**config.mk**
```make
export PLATFORM = sky130hd
export DESIGN_NAME = bg_pixel_fifo
export DESIGN_NICKNAME = d
export VERILOG_FILES = /design/src/rtl/bg_pixel_fifo.sv
export SDC_FILE = /design/constraint.sdc
export NUM_CORES = 1
export LEC_CHECK = 0
export BUFFER_PORTS_ARGS = -buffer_cell sky130_fd_sc_hd__buf_2
export CAP_MARGIN = 10
export CORE_MARGIN = 3
export CORE_UTILIZATION = 30
export CTS_BUF_LIST = sky130_fd_sc_hd__clkbuf_4
export DETAILED_ROUTE_END_ITERATION = 6
export SYNTH_ARGS = -nofsm -noshare
export SYNTH_HDL_FRONTEND = slang
export SYNTH_SLANG_ARGS = --single-unit
```
**constraint.sdc**
```tcl
create_clock -name clk_in -period 9.2 [get_ports clk_in]
set_input_delay 1.84 -clock clk_in [delete_from_list [all_inputs] [get_ports clk_in]]
set_output_delay 1.84 -clock clk_in [all_outputs]
set_load 0.01 [all_outputs]
```
**src/rtl/bg_pixel_fifo.sv**
```systemverilog
// Background pixel FIFO: takes 8-pixel rows from the fetcher and shifts
// one colour index per T-cycle to the mixer, with fine-scroll discard.
module bg_pixel_fifo #(
  parameter int DEPTH = 16,
  parameter int X_MAX = 160
) (
  input  logic                       clk_in,
  input  logic                       rst_in,
  input  logic                       tclk_in,
  input  logic                       start_line_in,
  input  logic [7:0]                 SCX_in,
  input  logic                       window_trigger_in,
  input  logic                       valid_pixels_in,
  input  logic [1:0]                 pixels_in [7:0],
  input  logic                       pop_ena_in,
  output logic                       empty_out,
  output logic [$clog2(DEPTH+1)-1:0] count_out,
  output logic [1:0]                 pixel_out,
  output logic                       pixel_valid_out,
  output logic [$clog2(X_MAX)-1:0]   X_out,
  output logic                       line_done_out,
  output logic                       overflow_out
);

  localparam int CW = $clog2(DEPTH+1);
  localparam int PW = $clog2(DEPTH);
  localparam int XW = $clog2(X_MAX);

  typedef enum logic [1:0] {
    IDLE,
    DISCARD,
    RUN,
    DONE
  } state_t;

  state_t        state;
  logic [1:0]    mem [DEPTH];
  logic [PW-1:0] head;
  logic [CW-1:0] count;
  logic [2:0]    discard;

  logic [PW-1:0] tail;
  logic [PW-1:0] head_nxt;
  logic [PW-1:0] wr_idx [8];
  logic          live;
  logic          pop_ok;
  logic          push_ok;
  logic          drop;

  logic unused_scx;
  assign unused_scx = ^SCX_in[7:3];

  function automatic logic [PW-1:0] wrap(input logic [PW:0] a);
    if (a >= (PW+1)'(DEPTH))
      wrap = PW'(a - (PW+1)'(DEPTH));
    else
      wrap = a[PW-1:0];
  endfunction

  // live: a T-edge not consumed by a line start or window flush
  always_comb begin
    live     = tclk_in && !start_line_in
            && !window_trigger_in;
    pop_ok   = live && pop_ena_in
            && (count != '0)
            && (state == DISCARD || state == RUN);
    push_ok  = live && valid_pixels_in
            && (count <= CW'(DEPTH-8));
    drop     = live && valid_pixels_in
            && (count > CW'(DEPTH-8));
    tail     = wrap({1'b0, head} + (PW+1)'(count));
    head_nxt = wrap({1'b0, head} + (PW+1)'(1));
    for (int i = 0; i < 8; i++)
      wr_idx[i] = wrap({1'b0, tail} + (PW+1)'(i));
  end

  always_ff @(posedge clk_in) begin
    if (push_ok)
      for (int i = 0; i < 8; i++)
        mem[wr_idx[i]] <= pixels_in[i];
  end

  always_ff @(posedge clk_in or posedge rst_in) begin
    if (rst_in) begin
      state           <= IDLE;
      head            <= '0;
      count           <= '0;
      discard         <= '0;
      X_out           <= '0;
      pixel_out       <= '0;
      pixel_valid_out <= 1'b0;
      line_done_out   <= 1'b0;
      overflow_out    <= 1'b0;
    end else if (tclk_in) begin
      pixel_valid_out <= 1'b0;
      line_done_out   <= 1'b0;
      if (start_line_in) begin
        count        <= '0;
        head         <= '0;
        X_out        <= '0;
        overflow_out <= 1'b0;
        discard      <= SCX_in[2:0];
        state        <= (SCX_in[2:0] != 3'd0)
                      ? DISCARD : RUN;
      end else if (window_trigger_in) begin
        count <= '0;
        head  <= '0;
      end else begin
        if (drop)
          overflow_out <= 1'b1;
        count <= count
               + (push_ok ? CW'(8) : CW'(0))
               - (pop_ok ? CW'(1) : CW'(0));
        if (pop_ok) begin
          head <= head_nxt;
          unique case (1'b1)
            (state == DISCARD): begin
              discard <= discard - 3'd1;
              if (discard == 3'd1)
                state <= RUN;
            end
            (state == RUN): begin
              pixel_out       <= mem[head];
              pixel_valid_out <= 1'b1;
              if (X_out == XW'(X_MAX-1)) begin
                state         <= DONE;
                line_done_out <= 1'b1;
              end else begin
                X_out <= X_out + XW'(1);
              end
            end
          endcase
        end
      end
    end
  end

  assign empty_out = (count == '0);
  assign count_out = count;

endmodule

```
==> flow_summary.yaml <==
outcome:
  status: "complete, but fails checks"
  violations: "DRC"
worst_setup_path:
  cpMostUsedCell: "o21ai_0"
  path_buf_inv: 1
  crit_family: "adder cells"
  critPathKind: "register to register"
  rr_worst_depth: 10
  required_ps: 9380
  crit_slowest_cell: "nor4_2"
  path_cells: "ha_1, fa_1, ha_1, buf_4, nor4_2, o21ai_0, nand3_1, o21ai_0, nor3_1, o21ai_0"
  worst-path-stages: 10
  regToRegSetupSlack_ps: 4080
  slowest_delay_ps: 1010
  crit_start: "head[0]"
  crit_arrival_ps: 5300
  rr_endpoint: "mem[8][0]"
  r2r-start: "head[0]"
  startpoint_type: "register"
  path_max_fanout: 24
  worst_setup_path_end_kind: "register"
finish:
  fill_cells: 2450
  drive_gt1_frac: 0.133
  fin_cells: 1160
  syn_to_final_growth_pct: 6.72
  nNetsFinal: 921
synthesis:
  syn_area_per_cell_um2: 7.88
  synthAdderAreaFrac: 0.0399
  synthXorXnorAreaFrac: 0.0570
  yosysSeqAreaShare: 0.235
  ys_warn_count: 0
  synth_compound_area_frac: 0.273
  synthFlopType: "edfxtp_1"
  synth_edf_count: 32
  synth_top_family_by_area: "compound AO/OA/AOI/OAI gates"
  yosys-top-cells-area: "edfxtp_1 14%, dfrtp_1 9.7%, nor2_1 4.7%, nand2_1 4.5%, a21oi_1 3.6%"
  synthMuxAreaShare: 0.0609
  synth_nets: 936
  synthCells: 884
  async_flop_share: 0.458
  synth_top_area_share: 0.138
  synth_most_common_cell: "nor2_1"
  synthTopCellsByCount: "88 x nor2_1, 84 x nand2_1, 50 x a21oi_1, 50 x nor3_1"
  yosys.area_share.simple: 0.268
  ys_types: 95
  ys_ff_latch: 59
  synth_top_cell_by_area: "edfxtp_1"
  syn_area_um2: 6960
cts:
  worstSkewPairLatency_ps: 470
  numCtsBuffers: 9
  htreeDepth: 3
  clkTransAtPathRegs_ps: 120
  cts_tree: "done"
  postCtsSetupRepairBufs: 0
  cts_max_path_buffers: 2
  cts-root-buf: "clkbuf_4"
  cts_resized: 0
  ctsHoldBuffers: 0
  cts.sinks: 59
floorplanning:
  die_h_um: 158
  top_level_ports: 50
  start_util: 0.307
  num_rows: 55
  dieArea_um2: 25100
  core_area_um2: 22700
  fp.dieW_um: 158
timing:
  min_period_ps: 5120
  max_freq_ghz: 0.195
  rsz0062_at_grt: "no"
  setup_violations: 0
  clock_skew_ps: 27.0
  tightestPinTransition_ps: 1140
  fin_setup_tns_ps: 0
  slew_violations: 0
  finalHoldViolations: 0
  relSlewSlack: 0.232
  min_period_over_period: 0.557
hold_path:
  hold-path-endpoint: "pixel_out[0]"
  hold_class: "register to register"
  hold_path_startpoint: "pixel_out[0]"
  min_path_cells: 1
route:
  drt_iter0_markers: 1112
  drc: 5
  drt-total-wl_um: 29800
  viasPerCell: 6.82
  num_vias: 7916
  firstDrtPassIters: 7
  wire_per_inst_um: 25.7
  antenna_left: 0
global_routing:
  grt_pass1_wl_um: 44500
  grt_max_degree: 28
  grtUsageTotal: 0.234
  antenna_found_initial: 3
  grt_pass1_vias: 7436
  overflow: 0
power:
  powerDensity_nw_per_um2: 89.7
  p_sw_mw: 0.225
  power_leakage_nw: 2.82
  internal-power_mw: 0.442
  swShare: 0.337
  clockPowerShare: 0.358
  power_frac_seq: 0.445
  ir_drop_v: 0.0000487
  comb_power_share: 0.198
job:
  max_cap_violations: 0
place:
  gp_congestion: 1.07
  portBuffers: 44
  dp.cells: 1143
  dp_hpwl_um: 20100
-- flip-flops by register name (all words and copies together) (netlist names) --
name / flops
X_out: 8
count_out: 5
discard: 3
head: 4
line_done_out: 1
mem: 32
overflow_out: 1
pixel_out: 2
pixel_valid_out: 1
state: 2
-- worst max path at each step --
| stage | to | slack [ps] |
|---|---|---|
| 6_report | mem[8][0] | 4080 |
| 5_1_grt | mem[8][0] | 3840 |
| 4_1_cts | mem[6][1] | 4320 |
| 3_5_place_dp | mem[8][0] | 4190 |
| 3_3_place_gp | mem[8][0] | 4210 |
| 2_1_floorplan | mem[15][0] | 5210 |
-- power by group through the flow --
stage / clock network [mW] / logic [mW] / registers (mW)
after global placement: 0 / 0.124 / 0.302
after floorplan: 0 / 0.0829 / 0.300
after global routing: 0.256 / 0.139 / 0.298
after detailed placement: 0 / 0.125 / 0.302
after CTS: 0.244 / 0.126 / 0.296
final: 0.238 / 0.132 / 0.296
-- placed cells by master (no fill, tap or decap), types with 10 or more instances in the layout --
cell,instances
a211oi_1,10
a21oi_1,50
a22o_1,10
a31oi_1,17
buf_2,44
dfrtp_1,27
edfxtp_1,32
ha_1,19
inv_1,27
mux2i_1,12
mux4_2,10
nand2_1,84
nand3_1,47
nand4_1,24
nor2_1,88
nor3_1,50
o211ai_1,12
o21ai_0,44
o221ai_1,13
o22ai_1,20
or3_1,17
-- per-layer routing --
metal,share of wire,global-route usage,vias to the layer above,routed length (um)
li1,-,-,3382,-
met1,0.39,0.311,3689,11700
met2,0.40,0.335,665,12000
met3,0.14,0.0775,176,4320
met4,0.061,0.126,4,1810
met5,0.00090,0,-,27
-- cells by family (layout without fill, tap and decap cells) --
family	Yosys count	after routing
buf+inv	108	98
xor+xnor	26	26
compound gates	273	273
simple gates	368	368
other cells	0	1
fa+ha+maj	21	21
flops	59	59
mux	29	29
-- through the flow --
step            util  setup WS, ps  area (um2)  hold WS (ps)  power, mW
2_1_floorplan      -          5210        6960           491      0.383
3_3_place_gp   0.320          4210        7260           490      0.426
3_5_place_dp   0.320          4190        7260           496      0.427
4_1_cts        0.327          4320        7430           522      0.666
5_1_grt        0.327          3840        7430           542      0.693
6_report       0.327          4080        7430           518      0.666
-- cell type report --
cell class / count / area [um2] / area share
antenna: 1 / 2.50 / 0.000337
inverter: 29 / 109 / 0.0147
clock inverter: 7 / 97.6 / 0.0131
clock buffer: 9 / 67.6 / 0.00909
multi-input combinational: 717 / 4870 / 0.656
tap: 285 / 357 / 0.0480
sequential: 59 / 1640 / 0.220
timing repair buffer: 53 / 288 / 0.0387
Power figures use the tool's default switching activity.
